<file path="src/rtl/c880_bist_ctrl_if.sv">
// c880_bist_ctrl_if
// Bundles the signals that pass between the c880 BIST controller and the
// benchmark harness. The harness (the master) issues start, returns the c880
// responses on rsp_in and supplies the golden signature. The controller (the
// slave) drives the stimulus bus and reports status and signature.
//   start      harness -> ctrl  run request
//   pat_out    ctrl -> harness  60-bit stimulus for c880 inputs N1..N268
//   rsp_in     harness -> ctrl  26-bit c880 outputs N388..N880
//   golden     harness -> ctrl  expected signature
//   busy/done  ctrl -> harness  run status
//   signature  ctrl -> harness  MISR contents
//   pass       ctrl -> harness  done && signature == golden
//   rsp_mask   harness -> ctrl  X-mask; exists only with C880_BIST_XMASK_EN
interface c880_bist_ctrl_if;
    logic        start;
    logic [59:0] pat_out;
    logic [25:0] rsp_in;
    logic [25:0] golden;
    logic        busy;
    logic        done;
    logic [25:0] signature;
    logic        pass;
`ifdef C880_BIST_XMASK_EN
    logic [25:0] rsp_mask;
`endif

    modport master (
`ifdef C880_BIST_XMASK_EN
        output rsp_mask,
`endif
        output start, rsp_in, golden,
        input  pat_out, busy, done, signature, pass
    );

    modport slave (
`ifdef C880_BIST_XMASK_EN
        input  rsp_mask,
`endif
        input  start, rsp_in, golden,
        output pat_out, busy, done, signature, pass
    );
endinterface

</file>
<file path="src/rtl/c880_bist_ctrl.sv">
// c880_bist_ctrl
// BIST controller for the c880 netlist: a 60-bit LFSR (x^60+x^59+1) produces
// NPAT patterns per run, and a 26-bit MISR (x^26+x^6+x^2+x+1) compacts the
// responses, which arrive LAT cycles after their pattern. At the end of a run
// the signature is frozen and compared against golden.
// Ports:
//   clk  rising-edge clock
//   rst  asynchronous active-high reset
//   bus  c880_bist_ctrl_if.slave (start, pat_out, rsp_in, golden, busy,
//        done, signature, pass, and rsp_mask when masking is enabled)
// Optional feature: define C880_BIST_XMASK_EN to add rsp_mask; the MISR
// then absorbs rsp_in & ~rsp_mask.
module c880_bist_ctrl #(
    parameter int unsigned NPAT = 1024,
    parameter int unsigned LAT  = 0,
    parameter logic [59:0] SEED = 60'h1
) (
    input logic            clk,
    input logic            rst,
    c880_bist_ctrl_if.slave bus
);
    localparam logic [59:0] SEED_EFF = (SEED == '0) ? 60'h1 : SEED;
    localparam logic [15:0] LAST_CNT = 16'(NPAT - 1);
    localparam logic [1:0]  LAST_DRN = 2'((LAT > 0) ? LAT - 1 : 0);

    typedef enum logic [1:0] {IDLE, RUN, DRAIN, DONE} state_t;

    state_t      state_q, state_d;
    logic [59:0] pat_q, pat_d;
    logic [15:0] cnt_q, cnt_d;
    logic [1:0]  drn_q, drn_d;
    logic [25:0] sig_q, sig_d;
    logic [25:0] rsp_eff;
    logic        in_run;
    logic        cap_en;
    logic        fb;

    assign in_run = (state_q == RUN);

    // The capture enable is the RUN flag delayed by LAT cycles, so the MISR
    // sees exactly the NPAT responses belonging to this run's patterns.
    generate
        if (LAT == 0) begin : g_nolat
            assign cap_en = in_run;
        end else begin : g_lat
            logic [LAT-1:0] vld_q;
            always_ff @(posedge clk or posedge rst) begin
                if (rst) vld_q <= '0;
                else     vld_q <= LAT'({vld_q, in_run});
            end
            assign cap_en = vld_q[LAT-1];
        end
    endgenerate

`ifdef C880_BIST_XMASK_EN
    assign rsp_eff = bus.rsp_in & ~bus.rsp_mask;
`else
    assign rsp_eff = bus.rsp_in;
`endif

    assign fb = sig_q[25] ^ sig_q[5] ^ sig_q[1] ^ sig_q[0];

    always_comb begin
        state_d = state_q;
        pat_d   = pat_q;
        cnt_d   = cnt_q;
        drn_d   = drn_q;
        sig_d   = sig_q;
        if (cap_en) sig_d = {sig_q[24:0], fb} ^ rsp_eff;
        case (state_q)
            IDLE, DONE: begin
                if (bus.start) begin
                    state_d = RUN;
                    pat_d   = SEED_EFF;
                    sig_d   = '0;
                    cnt_d   = '0;
                end
            end
            RUN: begin
                if (cnt_q != LAST_CNT) begin
                    pat_d = {pat_q[58:0], pat_q[59] ^ pat_q[58]};
                    cnt_d = cnt_q + 16'd1;
                end else begin
                    drn_d   = '0;
                    state_d = (LAT == 0) ? DONE : DRAIN;
                end
            end
            DRAIN: begin
                if (drn_q == LAST_DRN) state_d = DONE;
                else                   drn_d   = drn_q + 2'd1;
            end
            default: state_d = IDLE;
        endcase
    end

    always_ff @(posedge clk or posedge rst) begin
        if (rst) begin
            state_q <= IDLE;
            pat_q   <= '0;
            cnt_q   <= '0;
            drn_q   <= '0;
            sig_q   <= '0;
        end else begin
            state_q <= state_d;
            pat_q   <= pat_d;
            cnt_q   <= cnt_d;
            drn_q   <= drn_d;
            sig_q   <= sig_d;
        end
    end

    assign bus.pat_out   = pat_q;
    assign bus.signature = sig_q;
    assign bus.busy      = (state_q == RUN) || (state_q == DRAIN);
    assign bus.done      = (state_q == DONE);
    assign bus.pass      = (state_q == DONE) && (sig_q == bus.golden);
endmodule

</file>
<file path="src/flat_wrapper.sv">
// flat-port wrapper written by rule: the top's interface ports become plain ports
module c880_bist_ctrl_flat 
#(
    parameter int unsigned NPAT = 1024,
    parameter int unsigned LAT  = 0,
    parameter logic [59:0] SEED = 60'h1
)
  (clk, rst, bus_start, bus_rsp_in, bus_golden, bus_pat_out, bus_busy, bus_done, bus_signature, bus_pass);
  c880_bist_ctrl_if bus_i ();
  input logic clk;
  input logic rst;
  input wire logic [$bits(bus_i.start)-1:0] bus_start;
  input wire logic [$bits(bus_i.rsp_in)-1:0] bus_rsp_in;
  input wire logic [$bits(bus_i.golden)-1:0] bus_golden;
  output wire logic [$bits(bus_i.pat_out)-1:0] bus_pat_out;
  output wire logic [$bits(bus_i.busy)-1:0] bus_busy;
  output wire logic [$bits(bus_i.done)-1:0] bus_done;
  output wire logic [$bits(bus_i.signature)-1:0] bus_signature;
  output wire logic [$bits(bus_i.pass)-1:0] bus_pass;
  assign bus_i.start = bus_start;
  assign bus_i.rsp_in = bus_rsp_in;
  assign bus_i.golden = bus_golden;
  assign bus_pat_out = bus_i.pat_out;
  assign bus_busy = bus_i.busy;
  assign bus_done = bus_i.done;
  assign bus_signature = bus_i.signature;
  assign bus_pass = bus_i.pass;
  c880_bist_ctrl #(.NPAT(NPAT), .LAT(LAT), .SEED(SEED)) u_core (.clk(clk), .rst(rst), .bus(bus_i));
endmodule
</file>
<file path="config.mk">
export PLATFORM = sky130hd
export DESIGN_NAME = c880_bist_ctrl_flat
export DESIGN_NICKNAME = d
export VERILOG_FILES = /design/src/rtl/c880_bist_ctrl_if.sv /design/src/rtl/c880_bist_ctrl.sv /design/src/flat_wrapper.sv
export SDC_FILE = /design/constraint.sdc
export NUM_CORES = 1
export LEC_CHECK = 0
export CORE_UTILIZATION = 49
export CTS_CLUSTER_DIAMETER = 200
export DETAILED_ROUTE_END_ITERATION = 16
export PLACE_DENSITY = 0.81
export REMOVE_ABC_BUFFERS = 1
export SETUP_SLACK_MARGIN = 0.3
export SLEW_MARGIN = 20
export SYNTH_ARGS = -nofsm -noshare
export SYNTH_HDL_FRONTEND = slang
export SYNTH_SLANG_ARGS = --single-unit
</file>
<file path="constraint.sdc">
create_clock -name clk -period 3.4 [get_ports clk]
set_input_delay 0.34 -clock clk [delete_from_list [all_inputs] [get_ports clk]]
set_output_delay 0.34 -clock clk [all_outputs]
set_load 0.05 [all_outputs]
</file>
==> out/qor.csv <==
stage;metric;value;unit
die;die_w;105;um
route;antenna_left;0;
sta;fin_crit;2.80;ns
logic_synthesis;async_flop_share;100;%
logic_synthesis;netlist_top_cells_count;dfrtp_1, nand2_1, nand3_1, o21ai_1, xnor2_1;
setup_path;rr_worst_depth;5;
clocking;clockRootBuffer;clkbuf_8;
route;drtIter0Drc;232;
sta;fin_skew;0.00595;ns
place;gp_routability_congestion;0.837;
power_and_ir_drop;p_leak;2.71;nW
logic_synthesis;muxShareOfSynthArea;1.34;%
setup_path;cp.required;3.06;ns
logic_synthesis;synth-simple-area-share;20.2;%
grt;grt_overflow;0;
final_layout;fin_nets;736;
final_layout;fillCellCount;801;
logic_synthesis;ys.flop_type;dfrtp_1;
logic_synthesis;yosysUniqueCellTypes;41;
logic_synthesis;ys_ff_latch;106;
power_and_ir_drop;power_frac_seq;34.0;%
place;placed_cells;801;
setup_path;cp_max_fo;5;
grt;antenna_found_initial;0;
sta;fmax;0.358;GHz
route;routedWlPerCell;16.5;um
setup_path;r2r_setup_slack;0.72;ns
sta;setup_viol;0;
place;pre_cts_ws;0.709;ns
power_and_ir_drop;pwr-share-comb;50.5;%
clocking;htreeDepth;3;
clocking;cts_num_sinks;106;
outcome;status;completed;
logic_synthesis;synth_compound_area_share;13.1;%
setup_path;worst_ep_arrival_time;2.46;ns
sta;grt_setup_unrepaired;false;
final_layout;multi_input_area;2370;um2
clocking;clock_latency;0.37;ns
power_and_ir_drop;power_frac_clock;15.5;%
place;port-buffer-count;143;
sta;slew_headroom;48.5;%
route;routed_wl;13500;um
final_layout;antenna_cells;0;
die;core;10300;um2
die;initial_utilization;50.7;%
final_layout;regArea;2650;um2
clocking;cts_made_buffers;9;
final_layout;area_growth;32.9;%
clocking;hold_buffers;0;
sta;hold_violations;0;
die;die_h;105;um
place;hpwl;9140;um
logic_synthesis;synth-seq-area-share;50.7;%
route;dr.pass1.iters;4;
clocking;cts_resized;0;
flow_run;max-cap-violations;0;
clocking;cts_setup_buffers;0;
die;top_level_ports;144;
power_and_ir_drop;ir_worst_vdd;0.469;mV
sta;period_share;82.2;%
setup_path;r2r-end;u_core.bus.pat_out[20];
power_and_ir_drop;p_sw;2.53;mW
power_and_ir_drop;power.density;775;nW/um2
setup_path;cp-start-kind;flip-flop;
route;drcViolationCount;0;
hold_path;min_path_type;in -> async;
clocking;clk_pin_slew;0.10;ns
grt;grt_pass1_wl;22000;um
grt;grt_max_degree;73;
logic_synthesis;synth_xor_area_share;9.21;%
power_and_ir_drop;switching_share;47.0;%
setup_path;reg2reg_from;u_core.cnt_q[13];
route;viasPerCell;5.60;
clocking;cts_tree;yes;
setup_path;criticalPathCategory;reg -> out;
final_layout;fin_cells;817;
logic_synthesis;synth_fa_ha_area_share;1.20;%
logic_synthesis;netlist.area_leader.share;50.7;%
setup_path;cp-end-kind;primary output;
sta;worstMarginPinSlew;0.772;ns
logic_synthesis;yosysWarnings;0;
sta;setup_slack;0.605;ns
sta;drv_slew;0;
grt;grt_use_total;24.8;%
power_and_ir_drop;p_int;2.86;mW
logic_synthesis;synth_top_family_by_area;simple AND/OR/NAND/NOR gates;
power_and_ir_drop;p_total;5.39;mW
logic_synthesis;yosys.area.top_type;dfrtp_1;
logic_synthesis;yosysMostFrequentCell;dfrtp_1;
clocking;clock_path_buffers;2;
grt;grt_pass1_vias;4429;
setup_path;critPathLaunch;u_core.bus.signature[0];
route;num_vias;4573;
logic_synthesis;synth_edf_count;0;
die;dieArea;11100;um2
logic_synthesis;yosys-top-cells-area;dfrtp_1, xnor2_1, nand3_1;
final_layout;drive_above_1_share;5.43;%
logic_synthesis;netlist_area;5230;um2
die;fp-row-count;37;
logic_synthesis;syn_avg_cell_area;9.49;um2
logic_synthesis;synth_cells;551;
==> placed cells by master (no fill, tap or decap), types with 3 or more instances in the layout <==
cell / instances
buf_4: 9
o21ai_1: 59
nand3_1: 67
nand2b_1: 6
o21ai_0: 5
inv_1: 5
and2_1: 3
o211ai_1: 5
a21oi_1: 10
o31ai_1: 6
nor2_1: 26
mux2i_1: 7
or4_1: 6
nand2_1: 76
xnor2_1: 55
dfrtp_1: 106
clkbuf_8: 12
nor4_1: 5
ha_1: 4
a211oi_1: 25
clkdlybuf4s50_1: 142
nand4_1: 10
or3_1: 4
==> sequential cells by signal, indices dropped and copies added, names as in the netlist <==
signal and cells:
u_core.cnt_q 16, u_core.state_q 2, u_core.bus.pat_out 60, u_core.bus.signature 26, u_core.drn_q 2
==> metal layers <==
metal	track usage, %	part of all wire [%]	vias to the layer above
li1	-	-	2177
met1	32.4	43	2233
met2	39.9	48	151
met3	7.30	8.3	12
met4	7.85	1.2	0
met5	0	0	-
==> through the flow <==
stage	cell area (um2)	hold slack, ns	utilization [%]	setup TNS [ns]
5_1_grt	6950	0.541	67.3	0
3_3_place_gp	6740	0.490	65.2	0
3_5_place_dp	6740	0.510	65.2	0
6_report	6950	0.448	67.3	0
2_1_floorplan	5030	0.470	-	-40.02
4_1_cts	6950	0.493	67.3	0
==> power by group through the flow <==
stage | combinational, mW | clock (mW) | sequential [mW]
5_1_grt | 2.88 | 0.902 | 1.88
2_1_floorplan | 1.07 | 0 | 2.57
3_5_place_dp | 2.72 | 0 | 1.86
3_3_place_gp | 2.67 | 0 | 1.84
6_report | 2.72 | 0.833 | 1.83
4_1_cts | 2.73 | 0.851 | 1.83
==> worst max-delay path: stages, from the launching register on <==
cell,delay (ns)
dfrtp_1,0.46
xnor2_1,0.31
nand4_1,0.15
or4_1,0.53
nor4_1,0.38
buf_4,0.27
==> how the worst max path moves through the flow <==
stage                      end  cells past startpoint
6_report              bus_pass                      5
5_1_grt               bus_pass                      5
4_1_cts               bus_pass                      5
3_5_place_dp          bus_pass                      6
3_3_place_gp          bus_pass                      6
2_1_floorplan  u_core.cnt_q[2]                      6
==> area by class of cell <==
cell class | instances | area share [%]
Clock inverter | 3 | 0.666
Sequential cell | 106 | 38.2
Inverter | 7 | 0.414
Multi-Input combinational cell | 400 | 34.2
Timing Repair Buffer | 152 | 21.7
Clock buffer | 13 | 2.43
Tap cell | 136 | 2.45
==> logic make-up (layout without fill, tap and decap cells) <==
logic type,Yosys count,count (layout)
muxes,7,7
DFF,106,106
AOI/OAI and AO/OA,115,115
buffers and inverters,45,175
and+or+nand+nor,218,218
xor gates and xnor gates,55,55
adders and majority gates,5,5
Power figures use the tool's default switching activity.
